<file path="config.mk">
export PLATFORM = sky130hd
export DESIGN_NAME = mem_bus_master
export DESIGN_NICKNAME = d
export VERILOG_FILES = /design/src/rtl/mem_bus_master_pkg.sv /design/src/rtl/mem_lane_steer.sv /design/src/rtl/mem_bus_master.sv
export SDC_FILE = /design/constraint.sdc
export NUM_CORES = 1
export LEC_CHECK = 0
export ABC_AREA = 1
export CAP_MARGIN = 10
export CORE_ASPECT_RATIO = 1.1
export CORE_UTILIZATION = 47
export CTS_CLUSTER_DIAMETER = 120
export DETAILED_ROUTE_END_ITERATION = 10
export GPL_TIMING_DRIVEN = 0
export PLACE_DENSITY = 0.84
export SYNTH_ARGS = -nofsm -noshare
export SYNTH_HDL_FRONTEND = slang
export SYNTH_SLANG_ARGS = --single-unit
</file>
<file path="constraint.sdc">
create_clock -name CLK -period 4.3 [get_ports CLK]
set_input_delay 0.43 -clock CLK [delete_from_list [all_inputs] [get_ports CLK]]
set_output_delay 0.43 -clock CLK [all_outputs]
set_load 0.03 [all_outputs]
</file>
<file path="src/rtl/mem_bus_master_pkg.sv">
// mem_bus_master_pkg: memory-map region codes, FSM state encoding and byte-lane codes
// shared by the bus master and its lane steering logic.
package mem_bus_master_pkg;
    localparam logic [2:0] ROM_REGION       = 3'b000;
    localparam logic [2:0] MAP_LIMIT_REGION = 3'b011;
    localparam logic       LANE_LO          = 1'b0;
    localparam logic       LANE_HI          = 1'b1;
    typedef enum logic [1:0] {
        S_IDLE   = 2'd0,
        S_SETUP  = 2'd1,
        S_STROBE = 2'd2,
        S_HOLD   = 2'd3
    } state_t;
endpackage

</file>
<file path="src/rtl/mem_lane_steer.sv">
// mem_lane_steer: byte-lane steering -- write data replication, lane strobe mask
// and zero-extended read byte extraction.
module mem_lane_steer
    import mem_bus_master_pkg::*;
(
    input  logic        byte_en,
    input  logic        bsel,
    input  logic [15:0] wdata,
    input  logic [15:0] din,
    output logic [15:0] wdata_out,
    output logic [1:0]  lane_mask,
    output logic [15:0] rdata_out
);
    always_comb begin
        wdata_out = byte_en ? {2{wdata[7:0]}} : wdata;
        lane_mask = byte_en ? {bsel == LANE_HI, bsel == LANE_LO} : 2'b11;
        rdata_out = byte_en ? {8'h00, (bsel == LANE_HI) ? din[15:8] : din[7:0]} : din;
    end
endmodule

</file>
<file path="src/rtl/mem_bus_master.sv">
// mem_bus_master: turns a single-cycle CPU request into a SETUP/STROBE/HOLD memory bus
// cycle with programmable wait states, ROM write suppression and unmapped-access faults.
module mem_bus_master
    import mem_bus_master_pkg::*;
#(
    parameter int unsigned WAIT_STATES = 1,
    parameter logic [2:0]  ROM_TOP     = ROM_REGION,
    parameter logic [2:0]  MAP_LIMIT   = MAP_LIMIT_REGION
) (
    input  logic        CLK,
    input  logic        RESETN,
    input  logic        REQ,
    input  logic        WE,
    input  logic        BYTE,
    input  logic        BSEL,
    input  logic [15:0] CPU_ADDR,
    input  logic [15:0] WDATA,
    output logic [15:0] RDATA,
    output logic        BUSY,
    output logic        DONE,
    output logic        FAULT,
    output logic [15:0] ADDR,
    output logic [15:0] DOUT,
    input  logic [15:0] DIN,
    output logic        RDN,
    output logic        WR0N,
    output logic        WR1N
);
    if (WAIT_STATES > 15) begin : g_ws_range
        $error("mem_bus_master: WAIT_STATES must fit the 4-bit wait counter");
    end

    state_t      state_q, state_d;
    logic [3:0]  cnt_q, cnt_d;
    logic        we_q, we_d, byte_q, byte_d, bsel_q, bsel_d;
    logic [15:0] addr_q, addr_d, dout_q, dout_d, rdata_q, rdata_d;
    logic        rdn_q, rdn_d, wr0n_q, wr0n_d, wr1n_q, wr1n_d;
    logic        busy_q, busy_d, done_q, done_d, fault_q, fault_d;
    logic [15:0] steer_wdata, steer_rdata;
    logic [1:0]  lane_mask;
    logic        unmapped, suppress;

    // In IDLE the steer sees the live request so DOUT can be replicated at acceptance;
    // afterwards it sees the latched access attributes.
    mem_lane_steer u_steer (
        .byte_en   (state_q == S_IDLE ? BYTE : byte_q),
        .bsel      (state_q == S_IDLE ? BSEL : bsel_q),
        .wdata     (WDATA),
        .din       (DIN),
        .wdata_out (steer_wdata),
        .lane_mask (lane_mask),
        .rdata_out (steer_rdata)
    );

    assign unmapped = addr_q[15:13] > MAP_LIMIT;
    assign suppress = we_q && (addr_q[15:13] == ROM_TOP || unmapped);

    always_comb begin
        state_d = state_q;
        cnt_d   = cnt_q;
        we_d    = we_q;
        byte_d  = byte_q;
        bsel_d  = bsel_q;
        addr_d  = addr_q;
        dout_d  = dout_q;
        rdata_d = rdata_q;
        rdn_d   = rdn_q;
        wr0n_d  = wr0n_q;
        wr1n_d  = wr1n_q;
        done_d  = 1'b0;
        fault_d = 1'b0;
        case (state_q)
            S_IDLE: if (REQ) begin
                we_d    = WE;
                byte_d  = BYTE;
                bsel_d  = BSEL;
                addr_d  = CPU_ADDR;
                dout_d  = steer_wdata;
                state_d = S_SETUP;
            end
            S_SETUP: begin
                state_d = S_STROBE;
                cnt_d   = 4'(WAIT_STATES);
                rdn_d   = we_q;
                wr0n_d  = !(we_q && !suppress && lane_mask[0]);
                wr1n_d  = !(we_q && !suppress && lane_mask[1]);
            end
            S_STROBE: if (cnt_q == 4'd0) begin
                state_d = S_HOLD;
                rdn_d   = 1'b1;
                wr0n_d  = 1'b1;
                wr1n_d  = 1'b1;
                done_d  = 1'b1;
                fault_d = suppress || unmapped;
                rdata_d = we_q ? rdata_q : steer_rdata;
            end else begin
                cnt_d = cnt_q - 4'd1;
            end
            default: state_d = S_IDLE;
        endcase
        busy_d = state_d != S_IDLE;
    end

    always_ff @(posedge CLK or negedge RESETN) begin
        if (!RESETN) begin
            state_q <= S_IDLE;
            cnt_q   <= '0;
            we_q    <= 1'b0;
            byte_q  <= 1'b0;
            bsel_q  <= 1'b0;
            addr_q  <= '0;
            dout_q  <= '0;
            rdata_q <= '0;
            rdn_q   <= 1'b1;
            wr0n_q  <= 1'b1;
            wr1n_q  <= 1'b1;
            busy_q  <= 1'b0;
            done_q  <= 1'b0;
            fault_q <= 1'b0;
        end else begin
            state_q <= state_d;
            cnt_q   <= cnt_d;
            we_q    <= we_d;
            byte_q  <= byte_d;
            bsel_q  <= bsel_d;
            addr_q  <= addr_d;
            dout_q  <= dout_d;
            rdata_q <= rdata_d;
            rdn_q   <= rdn_d;
            wr0n_q  <= wr0n_d;
            wr1n_q  <= wr1n_d;
            busy_q  <= busy_d;
            done_q  <= done_d;
            fault_q <= fault_d;
        end
    end

    assign RDATA = rdata_q;
    assign BUSY  = busy_q;
    assign DONE  = done_q;
    assign FAULT = fault_q;
    assign ADDR  = addr_q;
    assign DOUT  = dout_q;
    assign RDN   = rdn_q;
    assign WR0N  = wr0n_q;
    assign WR1N  = wr1n_q;
endmodule

</file>
==> results of run 1 <==
per-stage QoR:
stage          instance area (sq um)  setup slack, ns  total power, mW  utilization
2_1_floorplan                   2820             2.90             2.18            -
3_3_place_gp                    3990            0.815             2.86        0.691
3_5_place_dp                    4000             2.53             2.91        0.694
4_1_cts                         4250             2.31             3.56        0.737
5_1_grt                         4250             2.28             3.77        0.737
6_report                        4250             2.33             3.53        0.737
power groups by stage:
stage | Sequential, mW | Combinational, mW | Clock [mW]
2_1_floorplan | 1.53 | 0.648 | 0
3_3_place_gp | 1.06 | 1.80 | 0
3_5_place_dp | 1.07 | 1.84 | 0
4_1_cts | 1.06 | 1.85 | 0.642
5_1_grt | 1.10 | 2.00 | 0.672
6_report | 1.06 | 1.83 | 0.632
flip-flops by register name, indices dropped and copies added (netlist names), 2 cells and up:
register	count
DOUT	16
RDATA	16
cnt_q	4
ADDR	16
state_q	2
cells in the final DEF, fill, tap and decap left out:
master,instances
inv_2,3
nand2_1,152
o22ai_1,2
nand2_2,4
nand3_1,27
buf_2,3
nor2_1,10
clkbuf_1,4
nor2_2,1
dfstp_2,3
inv_4,1
ha_1,6
o21ai_1,3
bufinv_16,3
buf_12,1
clkdlybuf4s50_1,106
buf_6,2
nand4_1,1
nand2_4,1
buf_4,3
xnor2_1,1
inv_1,30
clkinvlp_4,2
o21bai_1,1
dfrtp_1,60
clkbuf_8,10
nor2_8,1
nand3_4,1
o21ai_0,19
worst paths after layout:
kind,cells past startpoint,end,start,slack (ns)
max,1,WR0N,WR0N$_DFFE_PN1P_,2.33
min,1,DOUT[4]$_DFFE_PN0P_,RESETN,0.18
max reg2reg,8,DOUT[13]$_DFFE_PN0P_,state_q[0]$_DFF_PN0_,2.69
min reg2reg,2,RDN$_DFFE_PN1P_,RDN$_DFFE_PN1P_,0.47
max in group asynchronous,2,WR1N$_DFFE_PN1P_,RESETN,3.43
min in group CLK,2,RDN$_DFFE_PN1P_,RDN$_DFFE_PN1P_,0.47
per-layer routing:
layer  wire [um]  GRT usage
met1        2800      0.309
met5           0          0
met4         138     0.0825
met3         523     0.0971
met2        3210      0.359
logic make-up (layout without fill, tap and decap cells):
kind of cell,Yosys count,after routing,share of synthesized area
AOI/OAI and AO/OA,25,25,0.0461
buffers and inverters,44,168,0.0697
adders and majority gates,6,6,0.0266
and+or+nand+nor,198,198,0.294
DFF,63,63,0.560
xor gates and xnor gates,1,1,0.00311
area by class of cell:
class	instances	area [sq um]	share of cell area
clock buffer	11	141	0.0333
timing repair buffer	108	1090	0.256
buffer	10	66.3	0.0156
clock inverter	5	105	0.0247
tap	77	96.3	0.0227
sequential	63	1580	0.372
inverter	34	130	0.0306
multi-input combinational	230	1040	0.246
==> metrics.csv, run 1 <==
stage,metric,value,unit
clock_network,"Clk Latency, worst-skew pair",0.34,ns
critical_path,Buf/Inv on CP,1,
placement,placed cells,522,
timing,final max-slew violation count,0,
logic_synthesis,Yosys top cell by area,dfrtp_1,
critical_path,crit end category,output port,
power,leak pwr,2.13,nW
route,initial DRC count,140,
timing,setup_tns,0,ns
timing,final hold violation count,0,
flow_run,Max-cap violations,0,
global_routing,gr usage total,0.239,
logic_synthesis,Synth top cells by count,"nand2_1 (152), dfrtp_1 (60), inv_1 (30)",
floorplanning,Die Y,83.2,um
final_layout,Layout fillers,437,
placement,GP Congestion,0.780,
final_layout,number of diodes,0,
clock_network,# clock sinks,63,
clock_network,CTS hold repair buffers,0,
power,Internal,2.01,mW
floorplanning,cell row count,29,
critical_path,CP arrival,1.54,ns
logic_synthesis,Synth cell types,24,
route,first drt pass iteration count,4,
timing,max_slew headroom,0.466,
power,Comb power frac,0.520,
route,vias,2553,
logic_synthesis,main flop type after synthesis,dfrtp_1,
critical_path,crit start category,flip-flop,
critical_path,worst-path cell chain,clkdlybuf4s50_1,
final_layout,nets@finish,516,
final_layout,Non-Filler Instances,538,
logic_synthesis,sequential area share after synthesis,0.560,
critical_path,Crit-path slowest cell,clkdlybuf4s50_1,
timing,worst-margin pin slew,0.800,ns
timing,max frequency,508,MHz
timing,Setup Skew,0.00599,ns
critical_path,"critical path fanouts, max",2,
timing,Final Critical Period,1.97,ns
timing,Tcrit/Tclk final,0.457,
timing,worst hold slack,0.176,ns
timing,unrepaired setup endpoints after global routing,false,
route,DRC viols,0,
floorplanning,# IOs,108,
global_routing,vias in the first global route,2365,
global_routing,first-pass GRT wire length,11.3,mm
clock_network,Longest Clk Path Bufs,2,
route,Total Wirelength,6.67,mm
global_routing,grt ovf,0,
power,power share of the clock group,0.179,
clock_network,Root Buffer,clkbuf_8,
power,switch share,0.431,
logic_synthesis,"count leader, synth",nand2_1,
power,Seq pwr share,0.302,
global_routing,initial antenna violation count,0,
logic_synthesis,syn nets,397,
clock_network,clk slew on worst S/H paths,0.07,ns
final_layout,Syn-to-layout area delta,50.7,%
route,final antenna-violating net count,0,
logic_synthesis,ranking of synthesized cells by area,"dfrtp_1 (53%), nand2_1 (20%), nand3_1 (4.8%)",
floorplanning,Die Width,75.9,um
logic_synthesis,Mean Syn Cell Area,8.37,sq um
logic_synthesis,Synth top area share,0.532,
power,Peak VDD IR,488,uV
floorplanning,core area,5770,sq um
logic_synthesis,#FFs+latches synth,63,
timing,final setup fails,0,
power,Psw,1.52,mW
final_layout,layout cell share with drive strength beyond 1,0.0846,
logic_synthesis,Syn Inst Count,337,
power,PwrDens,831,nW/um^2
floorplanning,Initial Util,0.489,
placement,PortBufs,107,
logic_synthesis,mapped cell area,2820,sq um
critical_path,"slowest stage delay, CP",0.67,ns
clock_network,"Setup Fix Bufs, Post-CTS",0,
clock_network,H-tree depth,3,
clock_network,Resize count post-CTS,0,
route,Wirelength per Cell,12.4,um
global_routing,largest net degree at the start of global routing,37,
outcome,result of the run,finished clean,
logic_synthesis,"EDFF count, synth",0,
critical_path,critical path class,reg2out,
logic_synthesis,synth warn,0,
floorplanning,die area,6310,sq um
critical_path,CP top delay family,buffers and inverters,
clock_network,Num CTS Buffers,9,
clock_network,CTS tree,yes,
placement,hpwl dp,4.95,mm
critical_path,CP required,3.87,ns
min_path,Hold Crit Class,in2async,
route,vias per cell,4.75,
logic_synthesis,asr flop ratio synth,1.00,
Note: power is estimated with default switching activity, not from simulation.
==> run 2, diff against run 1 <==
- CORE_UTILIZATION: 47 -> 40
- PLACE_DENSITY: 0.84 -> 0.76
- clock period: 4.3 -> 1.6 ns (I/O delays scaled with it)
==> run 2 against run 1 <==
Compared with the run above: worst setup slack lost 2.3 ns; final cell count rose by 1.5%; sequential share of layout area fell by 0.16 points; clock power increased by 100%; first-iteration DRC count decreased by 30%; register-to-register slack worse by 2.6 ns; non-clock buffer count is 4 higher; count of clock-buffer cells in the layout grew 1; design area grew 0.44%; worst hold slack better by 0.18 ns; sequential power rose to 2.7 times the previous value; critical endpoint is now RDATA[13]; largest cell class unchanged; largest power group unchanged.
==> metrics.csv, run 2 (synthesis gave the netlist of run 1 again) <==
stage,metric,value,unit
floorplanning,# IOs,108,
placement,GP Congestion,0.770,
clock_network,"Clk Latency, worst-skew pair",0.33,ns
global_routing,initial antenna violation count,0,
power,switch share,0.450,
final_layout,layout cell share with drive strength beyond 1,0.112,
final_layout,number of diodes,0,
final_layout,nets@finish,520,
critical_path,critical path class,reg2out,
timing,final hold violation count,0,
route,Wirelength per Cell,13.2,um
critical_path,crit end category,output port,
clock_network,Root Buffer,clkbuf_8,
power,Comb power frac,0.554,
power,Psw,4.17,mW
placement,placed cells,526,
clock_network,H-tree depth,3,
floorplanning,core area,6710,sq um
placement,pre-CTS setup slack,-0.0688,ns
timing,unrepaired setup endpoints after global routing,false,
route,first drt pass iteration count,4,
timing,setup_tns,0,ns
timing,Setup Skew,0.00616,ns
timing,max_slew headroom,0.474,
route,vias per cell,4.67,
final_layout,Syn-to-layout area delta,51.3,%
flow_run,Max-cap violations,0,
floorplanning,die area,7390,sq um
final_layout,Non-Filler Instances,546,
final_layout,Layout fillers,573,
power,Tot Pwr,9.27,mW
route,Total Wirelength,7.18,mm
critical_path,CP required,1.44,ns
global_routing,vias in the first global route,2631,
critical_path,RR Startpoint,state_q[0]$_DFF_PN0_,
clock_network,Longest Clk Path Bufs,2,
clock_network,CTS tree,yes,
floorplanning,Die Width,82.1,um
critical_path,worst setup path start,RDATA[13]$_DFFE_PN0P_,
min_path,Hold Crit Class,in2reg,
min_path,worst hold path cell count,3,
critical_path,Buf/Inv on CP,1,
placement,PortBufs,107,
timing,Tcrit/Tclk final,0.967,
power,Seq pwr share,0.310,
clock_network,clk slew on worst S/H paths,0.07,ns
power,leak pwr,2.21,nW
critical_path,worst-path cell chain,clkdlybuf4s50_1,
timing,final max-slew violation count,0,
critical_path,CP arrival,1.39,ns
global_routing,gr usage total,0.215,
floorplanning,cell row count,31,
power,Internal,5.10,mW
timing,worst hold slack,0.359,ns
timing,Final Critical Period,1.55,ns
timing,final setup fails,0,
route,DRC viols,0,
critical_path,CP top delay family,buffers and inverters,
floorplanning,Initial Util,0.420,
final_layout,"most common cell after layout, fill and taps aside",nand2_1,
critical_path,"critical path fanouts, max",2,
final_layout,most frequent cells in the layout,"nand2_1 (152), clkdlybuf4s50_1 (98), dfrtp_1 (60)",
power,power share of the clock group,0.137,
critical_path,"slowest stage delay, CP",0.71,ns
global_routing,first-pass GRT wire length,12.0,mm
route,vias,2551,
global_routing,largest net degree at the start of global routing,64,
critical_path,WP depth,1,
route,initial DRC count,98,
critical_path,crit start category,flip-flop,
power,PwrDens,2170,nW/um^2
critical_path,Crit-path slowest cell,clkdlybuf4s50_1,
global_routing,grt ovf,0,
timing,max frequency,646,MHz
clock_network,Num CTS Buffers,9,
critical_path,R2R cell count,8,
timing,worst-margin pin slew,0.789,ns
clock_network,# clock sinks,63,
route,final antenna-violating net count,0,
power,Peak VDD IR,1130,uV
outcome,result of the run,finished clean,
timing,Setup WS post-layout,0.0524,ns
min_path,hold_sp,CPU_ADDR[9],
floorplanning,Die Y,90.1,um
placement,hpwl dp,5.20,mm
-- run 2: per-stage QoR --
stage	util	cell area, sq um
3_3_place_gp	0.595	3990
3_5_place_dp	0.595	3990
6_report	0.636	4270
4_1_cts	0.627	4210
5_1_grt	0.636	4270
2_1_floorplan	-	2820
-- run 2: power by group through the flow --
stage / clock (mW) / sequential [mW] / combinational (mW)
final: 1.27 / 2.87 / 5.13
after global routing: 1.37 / 2.97 / 5.58
after CTS: 1.30 / 2.87 / 5.06
after detailed placement: 0 / 2.88 / 4.99
after global placement: 0 / 2.85 / 4.89
after floorplan: 0 / 4.11 / 1.74
-- run 2: final timing paths --
kind | to | slack (ns)
min in group asynchronous | DOUT[2]$_DFFE_PN0P_ | 0.45
setup reg to reg | RDATA[12]$_DFFE_PN0P_ | 0.11
hold reg to reg | WR1N$_DFFE_PN1P_ | 0.48
hold / removal | ADDR[9]$_DFFE_PN0P_ | 0.36
max in group asynchronous | DOUT[12]$_DFFE_PN0P_ | 0.64
setup / recovery | RDATA[13] | 0.05
-- run 2: layer usage --
| layer | up-vias | wire length, um | GRT usage |
|---|---|---|---|
| li1 | 1281 | - | - |
| met1 | 1181 | 3040 | 0.257 |
| met2 | 80 | 3520 | 0.344 |
| met3 | 9 | 549 | 0.0863 |
| met4 | 0 | 78 | 0.0731 |
| met5 | - | 0 | 0 |
-- run 2: cell type report --
| cell class | count | area [sq um] | share of cell area |
|---|---|---|---|
| buffer | 10 | 73.8 | 0.0173 |
| clock buffer | 12 | 165 | 0.0387 |
| clock inverter | 3 | 17.5 | 0.00410 |
| inverter | 34 | 130 | 0.0305 |
| multi-input combinational | 230 | 1080 | 0.253 |
| sequential | 63 | 1580 | 0.370 |
| tap | 82 | 103 | 0.0240 |
| timing repair buffer | 112 | 1120 | 0.262 |
-- run 2: what timing repair did --
action	CTS	global route
pin swaps	0	3
hold endpoints to repair	60	0
resized for setup	8	18
endpoints found under the setup margin	31	53
hold buffers	1	0
setup buffers	0	4
==> run 3, diff against run 2 <==
- GPL_ROUTABILITY_DRIVEN: unset -> 0
- SKIP_CTS_REPAIR_TIMING: unset -> 1
==> run 3 against run 2 <==
Compared with the run above: clock skew grew 0.0015 ns; routed wire length shrank 0.11%; highest routed layer unchanged; clock power is essentially flat; core utilization grew 0.21 points; largest power group unchanged; largest cell class unchanged; combinational power is essentially flat; via count grew 0.16%; first-iteration DRC count shrank 6.1%.
==> metrics.csv, run 3 (synthesis gave the netlist of run 1 again) <==
stage,metric,value,unit
global_routing,grt ovf,0,
global_routing,vias in the first global route,2628,
timing,Setup WS post-layout,0.0465,ns
critical_path,worst-path cell chain,clkdlybuf4s50_1,
clock_network,"Clk Latency, worst-skew pair",0.34,ns
timing,max_slew headroom,0.473,
clock_network,clk slew on worst S/H paths,0.07,ns
timing,worst-margin pin slew,0.791,ns
critical_path,"slowest stage delay, CP",0.71,ns
final_layout,most frequent cells in the layout,"nand2_1 (152), clkdlybuf4s50_1 (98), dfrtp_1 (60)",
route,Total Wirelength,7.17,mm
timing,Final Critical Period,1.55,ns
clock_network,Num CTS Buffers,9,
final_layout,Final Instance Area,4280,sq um
critical_path,"critical path fanouts, max",2,
clock_network,H-tree depth,3,
critical_path,crit start category,flip-flop,
critical_path,crit end category,output port,
flow_run,Max-cap violations,0,
route,initial DRC count,92,
timing,final max-slew violation count,0,
power,PwrDens,2170,nW/um^2
route,Wirelength per Cell,13.1,um
route,first drt pass iteration count,4,
timing,final hold violation count,0,
global_routing,gr usage total,0.214,
floorplanning,die area,7390,sq um
floorplanning,Die Y,90.1,um
clock_network,Longest Clk Path Bufs,2,
final_layout,number of diodes,0,
timing,final setup fails,0,
critical_path,CP top delay family,buffers and inverters,
critical_path,Crit-path slowest cell,clkdlybuf4s50_1,
timing,max frequency,644,MHz
power,Tot Pwr,9.29,mW
final_layout,"most common cell after layout, fill and taps aside",nand2_1,
outcome,result of the run,finished clean,
route,final antenna-violating net count,0,
final_layout,Layout fillers,572,
placement,hpwl dp,5.20,mm
placement,"Cell Area, Placed",3990,sq um
global_routing,first-pass GRT wire length,12.0,mm
floorplanning,core area,6710,sq um
power,leak pwr,2.23,nW
clock_network,# clock sinks,63,
power,Peak VDD IR,1140,uV
route,vias per cell,4.68,
global_routing,largest net degree at the start of global routing,64,
floorplanning,Die Width,82.1,um
critical_path,CP arrival,1.39,ns
global_routing,initial antenna violation count,0,
floorplanning,cell row count,31,
final_layout,nets@finish,520,
clock_network,CTS tree,yes,
timing,Tcrit/Tclk final,0.971,
timing,Setup Skew,0.00762,ns
placement,PortBufs,107,
floorplanning,# IOs,108,
final_layout,Syn-to-layout area delta,51.8,%
placement,pre-CTS setup slack,-0.0688,ns
clock_network,Root Buffer,clkbuf_8,
floorplanning,Initial Util,0.420,
min_path,Hold Crit Class,in2reg,
critical_path,Buf/Inv on CP,1,
route,DRC viols,0,
route,vias,2555,
critical_path,critical path class,reg2out,
final_layout,layout cell share with drive strength beyond 1,0.110,
critical_path,CP required,1.44,ns
[run 3: cell types whose count changed in the layout (fill, tap and decap cells not counted), sizes merged]
cell,previous run,this run
dlygate4sd2,3,0
dlymetal6s2s,5,8
[run 3: worst paths after layout]
check                           cells past startpoint                   from  slack, ns                     to
worst max-delay path                                1  RDATA[13]$_DFFE_PN0P_       0.05              RDATA[13]
min in group asynchronous                           2                 RESETN       0.43    DOUT[1]$_DFFE_PN0P_
worst min-delay path                                3            CPU_ADDR[9]       0.36    ADDR[9]$_DFFE_PN0P_
worst max register to register                      8   state_q[0]$_DFF_PN0_       0.10  RDATA[12]$_DFFE_PN0P_
max in group asynchronous                           2                 RESETN       0.63   RDATA[1]$_DFFE_PN0P_
worst min register to register                      2       WR1N$_DFFE_PN1P_       0.48       WR1N$_DFFE_PN1P_
[run 3: per-stage QoR]
| stage | hold WS (ns) | util | instances | setup TNS [ns] |
|---|---|---|---|---|
| 3_5_place_dp | 0.302 | 0.595 | 526 | -0.635 |
| 5_1_grt | 0.355 | 0.638 | 546 | -0.0185 |
| 2_1_floorplan | -0.136 | - | 337 | 0 |
| 6_report | 0.358 | 0.638 | 546 | 0 |
| 4_1_cts | -0.0700 | 0.622 | 541 | -1.73 |
| 3_3_place_gp | 0.455 | 0.595 | 526 | -102.95 |
[run 3: layout make-up]
| cell class | instances | area [sq um] | share of cell area |
|---|---|---|---|
| buffer | 10 | 76.3 | 0.0178 |
| clock buffer | 12 | 165 | 0.0386 |
| clock inverter | 3 | 17.5 | 0.00409 |
| inverter | 34 | 130 | 0.0304 |
| multi-input combinational | 230 | 1080 | 0.252 |
| sequential | 63 | 1580 | 0.369 |
| tap | 82 | 103 | 0.0240 |
| timing repair buffer | 112 | 1130 | 0.264 |
[run 3: routing by layer]
layer,track usage,up-vias,share of wire
met2,0.343,84,0.50
li1,-,1282,-
met1,0.257,1183,0.41
met4,0.0687,0,0.0086
met3,0.0853,6,0.077
met5,0,-,0
[run 3: tightest hold or removal path, delay by kind of cell]
family,cells,cell delay (ns)
simple gates,2,0.10
buf+inv,1,0.40
[run 3: report_power, final]
group / internal, mW / switching, mW
clock: 0.675 / 0.588
combinational: 2.06 / 3.09
sequential: 2.39 / 0.482
total: 5.13 / 4.16
